<file path="src/rtl/mul_div_ctrl.sv">
// mul_div_ctrl: RV32M execute-stage sequencer in front of the iterative mul_div unit.
// Latency: accept to writeback beat is 34 cycles through the unit, 3 with a zero operand, 1 for divide-by-zero.
// Backpressure: stall_o holds EX while an op is accepted and for the whole BUSY phase; flush_i kills BUSY.
// Optional feature: define MUL_DIV_CACHE_EN for a one-entry result cache keyed on op class, signedness and operands.
// Ports: clk_i/rst_ni (sync, active-low); ex_* instruction in; flush_i kill; stall_o pipeline hold;
//        md_* request/operands out to the unit and high/low/ready back; wb_* one-cycle writeback beat.
module mul_div_ctrl (
    input  logic        clk_i,
    input  logic        rst_ni,
    input  logic        ex_valid_i,
    input  logic [2:0]  ex_funct3_i,
    input  logic [31:0] ex_rs1_i,
    input  logic [31:0] ex_rs2_i,
    input  logic [4:0]  ex_rd_i,
    input  logic        flush_i,
    output logic        stall_o,
    output logic        md_req_o,
    output logic [6:0]  md_op_o,
    output logic [2:0]  md_m_d_op_o,
    output logic [31:0] md_rs1_o,
    output logic [31:0] md_rs2_o,
    output logic        md_rs1_signed_o,
    output logic        md_rs2_signed_o,
    input  logic [31:0] md_high_i,
    input  logic [31:0] md_low_i,
    input  logic        md_ready_i,
    output logic        wb_valid_o,
    output logic [4:0]  wb_rd_o,
    output logic [31:0] wb_data_o
);
    localparam logic [6:0] INST_TYPE_R_M = 7'b0110011;

    typedef enum logic [1:0] {IDLE, BUSY, WB} state_t;
    state_t state, state_nxt;

    function automatic logic rs1_sgn(input logic [2:0] f3);
        return (f3 == 3'b000) || (f3 == 3'b001) || (f3 == 3'b010) ||
               (f3 == 3'b100) || (f3 == 3'b110);
    endfunction

    function automatic logic rs2_sgn(input logic [2:0] f3);
        return (f3 == 3'b000) || (f3 == 3'b001) || (f3 == 3'b100) || (f3 == 3'b110);
    endfunction

    // Select high/low per funct3. The unit hands back the remainder magnitude,
    // so a signed REM with a negative dividend gets its sign restored here.
    function automatic logic [31:0] md_result(input logic [2:0]  f3,
                                              input logic [31:0] rs1,
                                              input logic [31:0] high,
                                              input logic [31:0] low);
        logic [31:0] sel;
        sel = (f3[2] ? f3[1] : (f3 != 3'b000)) ? high : low;
        if ((f3 == 3'b110) && rs1[31])
            sel = ~sel + 32'd1;
        return sel;
    endfunction

    logic        accept;
    logic        fast;
    logic        hit;
    logic        done;
    logic [4:0]  rd_q;
    logic [31:0] hit_data;

    assign accept = ((state == IDLE) || (state == WB)) && ex_valid_i && !flush_i;
    // Divide by zero has a fixed architectural answer; the unit is never started.
    assign fast   = ex_funct3_i[2] && (ex_rs2_i == 32'd0);
    // Flush wins over a same-cycle completion.
    assign done   = (state == BUSY) && md_ready_i && !flush_i;

`ifdef MUL_DIV_CACHE_EN
    logic        c_vld;
    logic        c_div;
    logic        c_s1;
    logic        c_s2;
    logic [31:0] c_rs1;
    logic [31:0] c_rs2;
    logic [31:0] c_high;
    logic [31:0] c_low;

    // Key covers mul/div class and signedness, so MULH then MUL on the same
    // operands (or DIV then REM) reuses a single unit run.
    assign hit = c_vld && (c_div == ex_funct3_i[2]) &&
                 (c_s1 == rs1_sgn(ex_funct3_i)) && (c_s2 == rs2_sgn(ex_funct3_i)) &&
                 (c_rs1 == ex_rs1_i) && (c_rs2 == ex_rs2_i);
    assign hit_data = md_result(ex_funct3_i, ex_rs1_i, c_high, c_low);

    always_ff @(posedge clk_i) begin
        if (!rst_ni) begin
            c_vld  <= 1'b0;
            c_div  <= 1'b0;
            c_s1   <= 1'b0;
            c_s2   <= 1'b0;
            c_rs1  <= '0;
            c_rs2  <= '0;
            c_high <= '0;
            c_low  <= '0;
        end else if (done) begin
            c_vld  <= 1'b1;
            c_div  <= md_m_d_op_o[2];
            c_s1   <= md_rs1_signed_o;
            c_s2   <= md_rs2_signed_o;
            c_rs1  <= md_rs1_o;
            c_rs2  <= md_rs2_o;
            c_high <= md_high_i;
            c_low  <= md_low_i;
        end else if ((state == BUSY) && flush_i) begin
            c_vld  <= 1'b0;
        end
    end
`else
    assign hit      = 1'b0;
    assign hit_data = '0;
`endif

    always_ff @(posedge clk_i) begin
        if (!rst_ni)
            state <= IDLE;
        else
            state <= state_nxt;
    end

    always_comb begin
        state_nxt = state;
        md_req_o  = 1'b0;
        md_op_o   = '0;
        stall_o   = accept;
        case (state)
            IDLE, WB: begin
                if (accept)
                    state_nxt = (fast || hit) ? WB : BUSY;
                else
                    state_nxt = IDLE;
            end
            BUSY: begin
                md_req_o = 1'b1;
                md_op_o  = INST_TYPE_R_M;
                stall_o  = 1'b1;
                if (flush_i)
                    state_nxt = IDLE;
                else if (md_ready_i)
                    state_nxt = WB;
            end
            default: state_nxt = IDLE;
        endcase
    end

    always_ff @(posedge clk_i) begin
        if (!rst_ni) begin
            md_m_d_op_o     <= '0;
            md_rs1_o        <= '0;
            md_rs2_o        <= '0;
            md_rs1_signed_o <= 1'b0;
            md_rs2_signed_o <= 1'b0;
            rd_q            <= '0;
            wb_valid_o      <= 1'b0;
            wb_rd_o         <= '0;
            wb_data_o       <= '0;
        end else begin
            wb_valid_o <= 1'b0;
            if (accept) begin
                md_m_d_op_o     <= ex_funct3_i;
                md_rs1_o        <= ex_rs1_i;
                md_rs2_o        <= ex_rs2_i;
                md_rs1_signed_o <= rs1_sgn(ex_funct3_i);
                md_rs2_signed_o <= rs2_sgn(ex_funct3_i);
                rd_q            <= ex_rd_i;
                if (fast) begin
                    // DIV/DIVU -> all ones, REM/REMU -> dividend
                    wb_valid_o <= 1'b1;
                    wb_rd_o    <= ex_rd_i;
                    wb_data_o  <= ex_funct3_i[1] ? ex_rs1_i : 32'hFFFF_FFFF;
                end else if (hit) begin
                    wb_valid_o <= 1'b1;
                    wb_rd_o    <= ex_rd_i;
                    wb_data_o  <= hit_data;
                end
            end
            if (done) begin
                wb_valid_o <= 1'b1;
                wb_rd_o    <= rd_q;
                wb_data_o  <= md_result(md_m_d_op_o, md_rs1_o, md_high_i, md_low_i);
            end
        end
    end
endmodule

</file>
<file path="config.mk">
export PLATFORM = sky130hd
export DESIGN_NAME = mul_div_ctrl
export DESIGN_NICKNAME = d
export VERILOG_FILES = /design/src/rtl/mul_div_ctrl.sv
export SDC_FILE = /design/constraint.sdc
export NUM_CORES = 1
export LEC_CHECK = 0
export CORE_MARGIN = 5
export CORE_UTILIZATION = 55
export DETAILED_ROUTE_END_ITERATION = 10
export DONT_BUFFER_PORTS = 1
export GPL_ROUTABILITY_DRIVEN = 0
export MAX_ROUTING_LAYER = met4
export PLACE_DENSITY = 0.7
export SYNTH_ARGS = -nofsm -noshare
export SYNTH_HDL_FRONTEND = slang
export SYNTH_SLANG_ARGS = --single-unit
</file>
<file path="constraint.sdc">
create_clock -name clk_i -period 3.6 [get_ports clk_i]
set_input_delay 0.54 -clock clk_i [delete_from_list [all_inputs] [get_ports clk_i]]
set_output_delay 0.54 -clock clk_i [all_outputs]
set_load 0.02 [all_outputs]
</file>
**Word-level counts from Yosys, hierarchy flattened**

Cells that the tools add are included.

- Logic and storage cells: 63
- Bits in latches: 0
- Output and inout port bits: 116
- Bits of input ports: 141
- Register bits: 114
- ROM bits: 0
- Memories: 0
- Bits in writable memories: 0

- Reductions and logical operators: 22
- $lt $le $gt $ge: 0
- Multiply operators: 0
- Bitwise gates (word level): 1
- Equal/unequal tests: 8
- Div/mod/pow operators: 0
- Shift-type cells: 0
- Add/subtract/negate cells: 1
- Mux-type cells: 21

Operator list:

| operator | count |
|---|---|
| two-way mux 32 bit | 6 |
| adder 32 x 1 -> 32 bit (second input constant) | 1 |
| zero test 32 bit | 1 |
| inverter 32 bit | 1 |
| two-way mux 5 bit | 3 |
| == test 3 bit (second input constant) | 3 |
| two-way mux 2 bit | 4 |
| logical OR 1 bit | 7 |
| logical AND 1 bit | 6 |
| two-way mux 1 bit | 6 |
| two-way mux 6 bit | 1 |
| case mux 2 bit (2 select lines) | 1 |
| nonzero test 2 bit | 2 |
| == test 3 x 1 -> 1 bit (second input constant) | 1 |
| == test 3 x 2 -> 1 bit (second input constant) | 1 |
| zero test 3 bit | 1 |
| != test 3 bit (second input constant) | 1 |
| nonzero test 3 bit | 1 |
| == test 2 x 1 -> 1 bit (second input constant) | 1 |
| == test 2 bit (second input constant) | 1 |
| zero test 2 bit | 1 |
| AND reduction 2 bit | 1 |
| OR reduction 2 bit | 1 |
| zero test 1 bit | 1 |

**Longest topological paths before layout**

- Word-level depth: 7
- Gate-level depth with buffers: 12
- Mapped depth without buffers: 8

**Worst setup path after synthesis**

No wires, ideal clock.

- Path kind: reg2reg
- Start: reg md_m_d_op_o[2]
- End: reg wb_data_o[2]
- Data required time: 3.524 ns
- Setup time: 0.076 ns
- Buffers on the path: 4
- Stages on the path, launching flop included: 13
- Clock period less this slack: 2.678 ns
- Slack: 0.922 ns
- Arrival time: 2.602 ns
- Path through: dfxtp_1 nor2b_1 buf_2 nor2_2 buf_2 buf_2 mux2i_1 ha_1 clkbuf_1 nor2_1 xnor2_1 nand2_1 a21boi_0

- Word-level cells in the longest chain between the ends: 7

Ends and longest elaborated chain:

| element | RTL line | source |
|---|---|---|
| start, declared | 19 | `output logic [2:0] md_m_d_op_o,` |
| start signal, assigned | 162 | `md_m_d_op_o <= ex_funct3_i;` |
| nonzero test 3 bit | 52 | `sel = (f3[2] ? f3[1] : (f3 != 3'b000)) ? high : low;` |
| two-way mux 1 bit | 52 |  |
| two-way mux 32 bit | 52 |  |
| inverter 32 bit | 54 | `sel = ~sel + 32'd1;` |
| adder 32 x 1 -> 32 bit | 54 |  |
| two-way mux 32 bit (*) | 53 | `if ((f3 == 3'b110) && rs1[31])` |
| two-way mux 32 bit (*) | 179 | `if (done) begin` |
| end signal, assigned | 172 | `wb_data_o <= ex_funct3_i[1] ? ex_rs1_i : 32'hFFFF_FFFF;` |
| end signal, assigned | 176 | `wb_data_o <= hit_data;` |
| end signal, assigned | 182 | `wb_data_o <= md_result(md_m_d_op_o, md_rs1_o, md_high_i, md_low_i);` |
| end, declared | 29 | `output logic [31:0] wb_data_o` |

Every way passes the cells marked *; elsewhere a longest branch is shown, timed or not.
A chain may end at the register's enable or synchronous reset.

**Worst setup path in the final report**

- Start: reg md_m_d_op_o[0]
- End: reg wb_data_o[31]

Same word-level chain as after synthesis.

==> results.tsv <==
metric	value	unit
cts_tree	built	
path_class	reg2reg	
min_from	ex_rs2_i[0]	
cp-start-kind	register	
crit_arrival	3.23	ns
synth.top_cell.area_share	37.1	%
outcome	complete, no violations	
reg2reg_to	wb_data_o[31]	
synth_top_flop_cell	dfxtp_1	
synthTopCellsByArea	dfxtp_1 (37%), nand2_1 (10%), a21boi_0 (9.5%)	
finalSetupViolCount	0	
drv_slew	0	
p_leak	2.55	nW
num_vias	5770	
switching_share	25.8	%
drtIter0Drc	442	
grt_pass1_vias	5650	
crit_start	md_m_d_op_o[0]	
worst_ep_required_time	4.06	ns
timing.fmax	360	MHz
clkPwrFrac	48.3	%
wirelength	19300	um
tightest_slew	0.826	ns
fin_tns_setup	0	ns
fin_nets	864	
peakVddDrop	0.000438	V
drc	0	
cts_htree_levels	4	
antenna_left	0	
num_antenna_cells	0	
syn_avg_cell_area	8.18	sq um
fp.dieW	116	um
crit_fanout	19	
cap_violations	0	
holdBufCountCts	0	
min_period	2.78	ns
fin_crit_sh	77.2	%
io-pin-count	257	
cts.sink_count	114	
antenna_found_initial	0	
post_cts_buffers	0	
grtUsageTotal	28.7	%
crit_slowest_cell	a22oi_1	
p_switching	0.000838	W
rows	38	
numCtsBuffers	17	
r2r_setup_slack	0.82	ns
synth_edf_count	0	
fin_util	61.7	%
grt_pass1_wl	29300	um
power_density	482	mW/mm^2
dieArea	0.0134	sq mm
die_y	116	um
ys_seq_area_share	37.1	%
clockBufferDepth	2	
final_common_cell	nand2_1	
timing.rr.start	md_m_d_op_o[0]	
path_cells	nor2b_1 -> buf_4 -> o211ai_1 -> a22oi_1 -> nand3_1 -> o2111a_1 -> nor3_1	
synthArstFlopShare	0	%
p_comb_share	8.3	%
p_int	0.00240	W
ys_warn_count	0	
reg2reg_depth	7	
p_seq_share	43.4	%
io_buffers	0	
avgViaCountPerCell	6.59	
core-area	0.0109	sq mm
initial_core_util	56.6	%
drive_above_1_share	8.03	%
cts_resized	0	
hold_viol_final	0	
clk_pin_slew	0.05	ns
synthCells	753	
yosysTopAreaCell	dfxtp_1	
pre_cts_slack	0.853	ns
place_hpwl	14000	um
synth-seq-cells	114	
finalInstanceArea	0.00672	sq mm
place_area	0.00616	sq mm
dr.pass1.iters	5	
fin_worst_skew	0.00763	ns
wl_per_cell	22.1	um
grt_overflow	0	
holdWs	0.146	ns
root_buffer	clkbuf_8	
holdCritPathClass	in2reg	
max_stage_delay	0.61	ns
worstSkewPairLatency	0.53	ns
setup_ws	0.822	ns
final_cell_mix	nand2_1 (168), dfxtp_1 (114), a21boi_0 (78)	
slew_headroom	44.9	%
rsz0062_at_grt	false	
syn-cell-area	0.00616	sq mm
min_to	md_rs2_o[0]	
setup.worst_path.end_class	register	
hold_depth	2	
synth_cell_type_count	65	
grt_max_degree	115	
synthToLayoutAreaGrowth	9.12	%
## per-layer routing
layer | GRT usage [%] | up-vias | share of wire [%] | wire [um]
li1 | - | 2674 | - | -
met1 | 32.2 | 2728 | 37 | 7110
met2 | 45.3 | 319 | 48 | 9180
met3 | 11.1 | 49 | 12 | 2360
met4 | 12.9 | 0 | 3.3 | 646
met5 | - | - | 0 | 0
## worst max-delay path, delay by kind of cell, from the launching register on
kind	cells	cell delay (ns)
and+or+nand+nor	3	0.76
buffers and inverters	1	0.29
DFF	1	0.55
AOI/OAI and AO/OA	3	1.10
## power by group through the flow
| stage | Sequential (W) | Combinational, W | Clock (W) |
|---|---|---|---|
| 6_report | 0.00141 | 0.000268 | 0.00157 |
| 5_1_grt | 0.00141 | 0.000298 | 0.00166 |
| 4_1_cts | 0.00141 | 0.000268 | 0.00160 |
| 3_5_place_dp | 0.00143 | 0.000266 | 0 |
| 3_3_place_gp | 0.00143 | 0.000257 | 0 |
| 2_1_floorplan | 0.00142 | 0.000237 | 0 |
## registers in the layout (all words and copies together), names as in the netlist
signal,flops
md_m_d_op_o,3
md_rs1_o,32
md_rs1_signed_o,1
md_rs2_o,32
md_rs2_signed_o,1
rd_q,5
state,2
wb_data_o,32
wb_rd_o,5
wb_valid_o,1
## synth_stat cells (2+ instances only)
cell type,instances
a21oi_1,36
nor2b_1,2
nor3_1,16
and3_1,3
nand3b_1,3
o221ai_1,28
a31oi_1,6
mux2_2,3
or3_1,11
buf_4,8
o32ai_2,2
xor2_1,19
nand2_1,168
nor2_1,22
nand4_1,4
o211a_1,7
o211ai_1,5
dfxtp_1,114
clkbuf_1,36
o21a_1,2
and2_1,4
nor4_1,19
o21ai_0,12
nor3b_1,5
a21boi_0,78
a211o_1,2
o31ai_1,6
buf_2,14
inv_1,4
o22ai_1,4
nand3_1,13
o32ai_1,3
mux2i_1,38
or4_1,13
a222oi_1,2
nand2b_1,3
o31a_1,3
xnor2_1,2
buf_1,7
## through the flow
step                      cells  power, W
after detailed placement    843   0.00170
after CTS                   875   0.00327
final                       875   0.00324
after global placement      843   0.00169
after global routing        875   0.00337
after floorplan             755   0.00166
## worst max-delay path by stage
stage,end,slack (ns),depth (start not counted)
after CTS,wb_data_o[31],0.93,7
after global placement,wb_data_o[31],0.89,8
after global routing,wb_data_o[31],0.69,7
after detailed placement,wb_data_o[31],0.85,8
after floorplan,wb_data_o[2],0.92,12
final,wb_data_o[31],0.82,7
## layout make-up
| type | instances | area [sq um] |
|---|---|---|
| timing repair buffer | 13 | 97.6 |
| sequential | 114 | 2280 |
| tap | 140 | 175 |
| multi-input combinational | 572 | 3590 |
| inverter | 4 | 15.0 |
| clock inverter | 9 | 80.1 |
| clock buffer | 23 | 477 |
| fill | 963 | 4170 |
## kinds of logic after synthesis
| group | count (synthesis) | share of synthesized area [%] |
|---|---|---|
| XOR/XNOR | 21 | 2.99 |
| other | 1 | 0.0609 |
| flip-flops | 114 | 37.1 |
| AO/OA/AOI/OAI | 209 | 25.1 |
| adder cells (fa/ha/maj) | 1 | 0.203 |
| buffers and inverters | 69 | 4.98 |
| multiplexers | 42 | 6.97 |
| AND/OR/NAND/NOR | 296 | 22.6 |
No activity file was read; power rests on OpenSTA's default activity.
